**src/rtl/spi_xfer_arbiter_pkg.sv**
```systemverilog
// Shared types and constants for the SPI transfer arbiter: FSM states,
// the "no slave" select code and the data returned on an aborted transfer.
package spi_arb_pkg;

    typedef enum logic [2:0] {
        IDLE,
        LOAD,
        START,
        WAIT,
        DONE
    } state_t;

    localparam logic [1:0] SLAVE_NONE   = 2'b11;
    localparam logic [7:0] RSP_ERR_DATA = 8'h00;

    // Round-robin successor of an index in a ring of n entries.
    function automatic int unsigned wrap_inc(input int unsigned idx, input int unsigned n);
        return (idx + 1 >= n) ? 0 : idx + 1;
    endfunction

endpackage

```
**src/rtl/spi_xfer_arbiter_if.sv**
```systemverilog
// Requester-side handshake plus SPI engine control bundled as one interface;
// the arbiter uses the slave view, requesters/engine the master view.
interface spi_xfer_arbiter_if #(
    parameter int NUM_REQ = 3
);
    logic [NUM_REQ-1:0]   req;
    logic [2*NUM_REQ-1:0] req_slave;
    logic [8*NUM_REQ-1:0] req_data;
    logic [NUM_REQ-1:0]   gnt;
    logic [NUM_REQ-1:0]   rsp_valid;
    logic [7:0]           rsp_data;
    logic                 rsp_err;
    logic                 busy;
    logic                 spi_start;
    logic [1:0]           spi_slave_select;
    logic [7:0]           spi_tx_data;
    logic [7:0]           spi_rx_data;

    modport slave (
        input  req, req_slave, req_data, spi_rx_data,
        output gnt, rsp_valid, rsp_data, rsp_err, busy,
               spi_start, spi_slave_select, spi_tx_data
    );

    modport master (
        output req, req_slave, req_data, spi_rx_data,
        input  gnt, rsp_valid, rsp_data, rsp_err, busy,
               spi_start, spi_slave_select, spi_tx_data
    );
endinterface

```
**src/rtl/spi_xfer_arbiter_rr_arbiter.sv**
```systemverilog
// Combinational round-robin picker: the first active request found when
// scanning upward from ptr (wrapping) wins.
module rr_arbiter #(
    parameter  int NUM_REQ = 3,
    localparam int IDX_W   = $clog2(NUM_REQ)
) (
    input  logic [NUM_REQ-1:0] req,
    input  logic [IDX_W-1:0]   ptr,
    output logic [NUM_REQ-1:0] win_oh,
    output logic [IDX_W-1:0]   win_idx
);

    logic [IDX_W-1:0]   cand_idx [NUM_REQ];
    logic [NUM_REQ-1:0] cand_req;

    // Candidate gi is the requester gi places after the pointer.
    for (genvar gi = 0; gi < NUM_REQ; gi++) begin : g_cand
        logic [IDX_W:0] sum;
        assign sum          = {1'b0, ptr} + (IDX_W+1)'(gi);
        assign cand_idx[gi] = (sum >= (IDX_W+1)'(NUM_REQ))
                              ? IDX_W'(sum - (IDX_W+1)'(NUM_REQ))
                              : sum[IDX_W-1:0];
        assign cand_req[gi] = req[cand_idx[gi]];
    end

    always_comb begin
        win_idx = '0;
        win_oh  = '0;
        for (int k = NUM_REQ - 1; k >= 0; k--) begin
            if (cand_req[k]) begin
                win_idx = cand_idx[k];
            end
        end
        if (|cand_req) begin
            win_oh[win_idx] = 1'b1;
        end
    end

endmodule

```
**src/rtl/spi_xfer_arbiter.sv**
```systemverilog
// Round-robin scheduler sharing one SPI master engine between NUM_REQ
// requesters; the byte exchange is timed by a counter since the engine has no done flag.
module spi_xfer_arbiter
    import spi_arb_pkg::*;
#(
    parameter int NUM_REQ     = 3,
    parameter int XFER_CYCLES = 10
) (
    input  logic               clk,
    input  logic               reset,
    spi_xfer_arbiter_if.slave  bus
);

    localparam int IDX_W = $clog2(NUM_REQ);
    localparam int CNT_W = $clog2(XFER_CYCLES + 1);

    state_t             state_reg,     state_next;
    logic [IDX_W-1:0]   ptr_reg,       ptr_next;
    logic [IDX_W-1:0]   win_reg,       win_next;
    logic               err_reg,       err_next;
    logic [CNT_W-1:0]   cnt_reg,       cnt_next;
    logic [NUM_REQ-1:0] gnt_reg,       gnt_next;
    logic [NUM_REQ-1:0] rsp_valid_reg, rsp_valid_next;
    logic [7:0]         rsp_data_reg,  rsp_data_next;
    logic               rsp_err_reg,   rsp_err_next;
    logic               busy_reg,      busy_next;
    logic               start_reg,     start_next;
    logic [1:0]         sel_reg,       sel_next;
    logic [7:0]         tx_reg,        tx_next;

    logic [NUM_REQ-1:0] win_oh;
    logic [IDX_W-1:0]   win_idx;
    logic [NUM_REQ-1:0] win_reg_oh;

    rr_arbiter #(.NUM_REQ(NUM_REQ)) u_rr (
        .req     (bus.req),
        .ptr     (ptr_reg),
        .win_oh  (win_oh),
        .win_idx (win_idx)
    );

    assign win_reg_oh = {{(NUM_REQ-1){1'b0}}, 1'b1} << win_reg;

    always_ff @(posedge clk) begin
        if (reset) begin
            state_reg <= IDLE;
        end else begin
            state_reg <= state_next;
        end
    end

    // All outputs are registered, so each is computed one cycle ahead here.
    always_comb begin
        state_next     = state_reg;
        ptr_next       = ptr_reg;
        win_next       = win_reg;
        err_next       = err_reg;
        cnt_next       = cnt_reg;
        gnt_next       = '0;
        rsp_valid_next = '0;
        rsp_data_next  = RSP_ERR_DATA;
        rsp_err_next   = 1'b0;
        start_next     = 1'b0;
        sel_next       = sel_reg;
        tx_next        = tx_reg;

        case (state_reg)
            IDLE: begin
                if (|bus.req) begin
                    win_next   = win_idx;
                    ptr_next   = IDX_W'(wrap_inc(int'(win_idx), NUM_REQ));
                    gnt_next   = win_oh;
                    sel_next   = bus.req_slave[2*win_idx +: 2];
                    tx_next    = bus.req_data[8*win_idx +: 8];
                    state_next = LOAD;
                end
            end
            LOAD: begin
                if (sel_reg == SLAVE_NONE) begin
                    err_next       = 1'b1;
                    rsp_valid_next = win_reg_oh;
                    rsp_err_next   = 1'b1;
                    rsp_data_next  = RSP_ERR_DATA;
                    state_next     = DONE;
                end else begin
                    start_next = 1'b1;
                    state_next = START;
                end
            end
            START: begin
                cnt_next   = CNT_W'(XFER_CYCLES - 1);
                state_next = WAIT;
            end
            WAIT: begin
                if (cnt_reg == '0) begin
                    rsp_valid_next = win_reg_oh;
                    rsp_data_next  = bus.spi_rx_data;
                    rsp_err_next   = err_reg;
                    state_next     = DONE;
                end else begin
                    cnt_next = cnt_reg - 1'b1;
                end
            end
            DONE: begin
                err_next   = 1'b0;
                state_next = IDLE;
            end
            default: begin
                state_next = IDLE;
            end
        endcase

        busy_next = (state_next != IDLE);
    end

    always_ff @(posedge clk) begin
        if (reset) begin
            ptr_reg       <= '0;
            win_reg       <= '0;
            err_reg       <= 1'b0;
            cnt_reg       <= '0;
            gnt_reg       <= '0;
            rsp_valid_reg <= '0;
            rsp_data_reg  <= RSP_ERR_DATA;
            rsp_err_reg   <= 1'b0;
            busy_reg      <= 1'b0;
            start_reg     <= 1'b0;
            sel_reg       <= SLAVE_NONE;
            tx_reg        <= 8'h00;
        end else begin
            ptr_reg       <= ptr_next;
            win_reg       <= win_next;
            err_reg       <= err_next;
            cnt_reg       <= cnt_next;
            gnt_reg       <= gnt_next;
            rsp_valid_reg <= rsp_valid_next;
            rsp_data_reg  <= rsp_data_next;
            rsp_err_reg   <= rsp_err_next;
            busy_reg      <= busy_next;
            start_reg     <= start_next;
            sel_reg       <= sel_next;
            tx_reg        <= tx_next;
        end
    end

    assign bus.gnt              = gnt_reg;
    assign bus.rsp_valid        = rsp_valid_reg;
    assign bus.rsp_data         = rsp_data_reg;
    assign bus.rsp_err          = rsp_err_reg;
    assign bus.busy             = busy_reg;
    assign bus.spi_start        = start_reg;
    assign bus.spi_slave_select = sel_reg;
    assign bus.spi_tx_data      = tx_reg;

endmodule

```
**src/flat_wrapper.sv**
```systemverilog
// flat-port wrapper written by rule: the top's interface ports become plain ports
module spi_xfer_arbiter_flat import spi_arb_pkg::*;
#(
    parameter int NUM_REQ     = 3,
    parameter int XFER_CYCLES = 10
)
  (clk, reset, bus_req, bus_req_slave, bus_req_data, bus_spi_rx_data, bus_gnt, bus_rsp_valid, bus_rsp_data, bus_rsp_err, bus_busy, bus_spi_start, bus_spi_slave_select, bus_spi_tx_data);
  spi_xfer_arbiter_if #(.NUM_REQ(NUM_REQ)) bus_i ();
  input  logic clk;
  input  logic reset;
  input wire logic [$bits(bus_i.req)-1:0] bus_req;
  input wire logic [$bits(bus_i.req_slave)-1:0] bus_req_slave;
  input wire logic [$bits(bus_i.req_data)-1:0] bus_req_data;
  input wire logic [$bits(bus_i.spi_rx_data)-1:0] bus_spi_rx_data;
  output wire logic [$bits(bus_i.gnt)-1:0] bus_gnt;
  output wire logic [$bits(bus_i.rsp_valid)-1:0] bus_rsp_valid;
  output wire logic [$bits(bus_i.rsp_data)-1:0] bus_rsp_data;
  output wire logic [$bits(bus_i.rsp_err)-1:0] bus_rsp_err;
  output wire logic [$bits(bus_i.busy)-1:0] bus_busy;
  output wire logic [$bits(bus_i.spi_start)-1:0] bus_spi_start;
  output wire logic [$bits(bus_i.spi_slave_select)-1:0] bus_spi_slave_select;
  output wire logic [$bits(bus_i.spi_tx_data)-1:0] bus_spi_tx_data;
  assign bus_i.req = bus_req;
  assign bus_i.req_slave = bus_req_slave;
  assign bus_i.req_data = bus_req_data;
  assign bus_i.spi_rx_data = bus_spi_rx_data;
  assign bus_gnt = bus_i.gnt;
  assign bus_rsp_valid = bus_i.rsp_valid;
  assign bus_rsp_data = bus_i.rsp_data;
  assign bus_rsp_err = bus_i.rsp_err;
  assign bus_busy = bus_i.busy;
  assign bus_spi_start = bus_i.spi_start;
  assign bus_spi_slave_select = bus_i.spi_slave_select;
  assign bus_spi_tx_data = bus_i.spi_tx_data;
  spi_xfer_arbiter #(.NUM_REQ(NUM_REQ), .XFER_CYCLES(XFER_CYCLES)) u_core (.clk(clk), .reset(reset), .bus(bus_i));
endmodule
```
**config.mk**
```make
export PLATFORM = sky130hd
export DESIGN_NAME = spi_xfer_arbiter_flat
export DESIGN_NICKNAME = d
export VERILOG_FILES = /design/src/rtl/spi_xfer_arbiter_pkg.sv /design/src/rtl/spi_xfer_arbiter_if.sv /design/src/rtl/spi_xfer_arbiter_rr_arbiter.sv /design/src/rtl/spi_xfer_arbiter.sv /design/src/flat_wrapper.sv
export SDC_FILE = /design/constraint.sdc
export NUM_CORES = 1
export LEC_CHECK = 0
export CORE_MARGIN = 5
export CORE_UTILIZATION = 45
export CTS_CLUSTER_SIZE = 16
export DETAILED_ROUTE_END_ITERATION = 7
export PLACE_DENSITY = 0.84
export SLEW_MARGIN = 20
export SYNTH_ARGS = -nofsm -noshare
export SYNTH_HDL_FRONTEND = slang
export SYNTH_SLANG_ARGS = --single-unit
```
**constraint.sdc**
```tcl
create_clock -name clk -period 5.8 [get_ports clk]
set_input_delay 0.87 -clock clk [delete_from_list [all_inputs] [get_ports clk]]
set_output_delay 0.87 -clock clk [all_outputs]
set_load 0.005 [all_outputs]
```
==> impl_metrics.ini <==
[synth]
yosys_warnings = 0
synth_edf_count = 0
dominantRegCellSynth = dfxtp_1
synth_cell_types = 49
ys_seq_area_share_pct = 38.4
synth_cells = 235
synth.avg_cell_area_sq_um = 8.66
ys_seq_elements = 39
async_flop_share_pct = 0
synth_nets = 283
syn_area_sq_um = 2040

[worst_hold_path]
hp-class = reg2reg

[floorplanning]
fp.dieW_microns = 77.3
fp.dieH_microns = 77.3
io_pins = 70
start_util_pct = 46.4
core_area_sq_um = 4380
design.die.area_sq_um = 5970
row_count = 24

[finish]
fin_util_pct = 63.2
final_area_sq_um = 2770
final_cell_mix = 69 x clkdlybuf4s50_1, 39 x dfxtp_1, 14 x nand3_1, 14 x o21ai_0
drive_above_1_share_pct = 5.86
diodes = 0
area_growth_pct = 36.2
mostFrequentLayoutCell = clkdlybuf4s50_1
nNetsFinal = 337

[worst_setup_path]
r2r_setup_slack_ns = 3.33
worstSetupStartpoint = bus_req[0]
start_kind = input pin
crit_type = in2reg
critPathMaxFanout = 12
worst_r2r_endpoint = u_core.bus.spi_slave_select[0]$_SDFFE_PP1P_
critPathRequiredTime_ns = 6.01
rr_startpoint = u_core.ptr_reg[0]$_SDFFE_PP0P_
end_kind = register
rr_worst_depth = 7
endpoint = u_core.bus.spi_slave_select[0]$_SDFFE_PP1P_
arrival_ns = 2.95

[clocking]
cts_tree = done
cts_hold_buf = 0
cts.htree.levels = 2
clk_pin_slew_ns = 0.07
cts_buffers = 5
clock-sinks = 39
cts-root-buf = clkbuf_8
postCtsSetupBuffers = 0
clockBufferDepth = 2
clk-insertion-delay-late_ns = 0.29
cts_resized = 0

[timing]
slew_violations = 0
skew_ns = 0.00687
min_period_ns = 2.74
tns_ns = 0
fin_ws_ns = 3.06
tightest_slew_ns = 0.855
rsz0062_at_grt = no
slew_headroom_pct = 42.7
hold_viol = 0
fmax_mhz = 364
setup_viol = 0
layout_worst_path_cycle_share_pct = 47.3

[route]
routed_wl_mm = 4.86
dr.pass1.iters = 4
antenna_left = 0
drt_iter0_drc = 102
route.detailed.drc = 0
wl_per_cell_microns = 14.2
viasPerCell = 5.60
dr_total_vias = 1915

[global_route]
grt_max_degree = 25
grt_usage_pct = 16.2
grt.overflow.total = 0
grt_pass1_wl_mm = 8.04
grt_pass1_vias = 1714
antenna_found_initial = 0

[place]
globalplace.congestion = 0.852
port_buffers = 69
placed_area_sq_um = 2660
dpl.hpwl_mm = 3.72
dp_slack_ns = 2.76

[run]
maxCapViolations = 0

[pwr]
pwr_density_cell_nw_per_um2 = 403
peakVddDrop_mv = 0.226
power_w = 0.00112
p_leak_nw = 1.06

[run_status]
run_status = finished, final reports clean
-- synth_stat cells, types with 2 or more instances --
cell type  count  share of area (%)
a21oi_1       13                3.2
and3_1         2               0.61
clkbuf_1       8                1.5
o2111ai_1      4                1.7
dfxtp_1       39                 38
nand3b_1       2               0.74
or3_1          2               0.61
buf_6          5                2.8
nor2_1         9                1.7
buf_2          7                1.7
o21bai_1       7                2.6
nor3b_1        3                1.1
and2_4         2               0.86
and2_1         8                2.5
a31oi_1        8                2.5
o21ai_0       14                3.4
nand3_1       14                3.4
buf_4          2               0.74
a21o_1         2               0.74
nor2b_1        5                1.5
ha_1           5                3.1
o211ai_1      11                4.1
nand2b_1       2               0.61
inv_1          9                1.7
a211o_1        9                3.9
nand2_1       13                2.4
nor3_1         8                2.0
-- routing by layer --
metal / up-vias / track usage, % / share of wire, %
li1: 963 / - / -
met1: 861 / 20.7 / 45
met2: 84 / 25.4 / 44
met3: 7 / 4.80 / 9.3
met4: 0 / 6.19 / 1.6
met5: - / 0 / 0
-- area by class of cell --
| cell class | instances | area, sq um |
|---|---|---|
| Clock buffer | 6 | 82.6 |
| Clock inverter | 2 | 35.0 |
| Fill cell | 399 | 1610 |
| Inverter | 9 | 33.8 |
| Multi-Input combinational cell | 165 | 1080 |
| Sequential cell | 39 | 781 |
| Tap cell | 52 | 65.1 |
| Timing Repair Buffer | 69 | 691 |
-- worst max-delay path, cell delays in order --
cell and delay, ns:
clkdlybuf4s50_1 0.63, nor2b_4 0.07, o2111a_1 0.36, nor2_1 0.63
o2111ai_1 0.24, o211ai_1 0.14
-- cells by family (layout without fill, tap and decap cells) --
logic type | count (synthesis) | after routing | synth area share [%]
AND/OR/NAND/NOR | 79 | 79 | 22.2
flip-flops | 39 | 39 | 38.4
multiplexers | 1 | 1 | 0.492
buffers and inverters | 31 | 86 | 8.36
adder cells (fa/ha/maj) | 5 | 5 | 3.07
AO/OA/AOI/OAI | 80 | 80 | 27.5
-- per-stage QoR --
stage	std cells	hold WS (ns)
2_1_floorplan	235	0.435
3_3_place_gp	334	0.451
3_5_place_dp	334	0.456
4_1_cts	342	0.477
5_1_grt	342	0.502
6_report	342	0.471
-- worst min path at each step --
stage / depth (start not counted) / start / to / slack (ns)
2_1_floorplan: 1 / u_core.win_reg[0]$_SDFFE_PP0P_ / u_core.bus.rsp_valid[2]$_SDFF_PP0_ / 0.44
3_3_place_gp: 1 / u_core.win_reg[1]$_SDFFE_PP0P_ / u_core.bus.rsp_valid[1]$_SDFF_PP0_ / 0.45
3_5_place_dp: 1 / u_core.win_reg[1]$_SDFFE_PP0P_ / u_core.bus.rsp_valid[1]$_SDFF_PP0_ / 0.46
4_1_cts: 1 / u_core.win_reg[1]$_SDFFE_PP0P_ / u_core.bus.rsp_valid[1]$_SDFF_PP0_ / 0.48
5_1_grt: 1 / u_core.win_reg[1]$_SDFFE_PP0P_ / u_core.bus.rsp_valid[0]$_SDFF_PP0_ / 0.50
6_report: 1 / u_core.win_reg[1]$_SDFFE_PP0P_ / u_core.bus.rsp_valid[1]$_SDFF_PP0_ / 0.47
-- report_power, final --
group | total, W | switching [W] | internal (W)
registers | 0.000388 | 0.0000502 | 0.000337
clock network | 0.000227 | 0.0000883 | 0.000139
logic | 0.000501 | 0.000254 | 0.000247
total | 0.00112 | 0.000392 | 0.000724
Power figures use the tool's default switching activity.
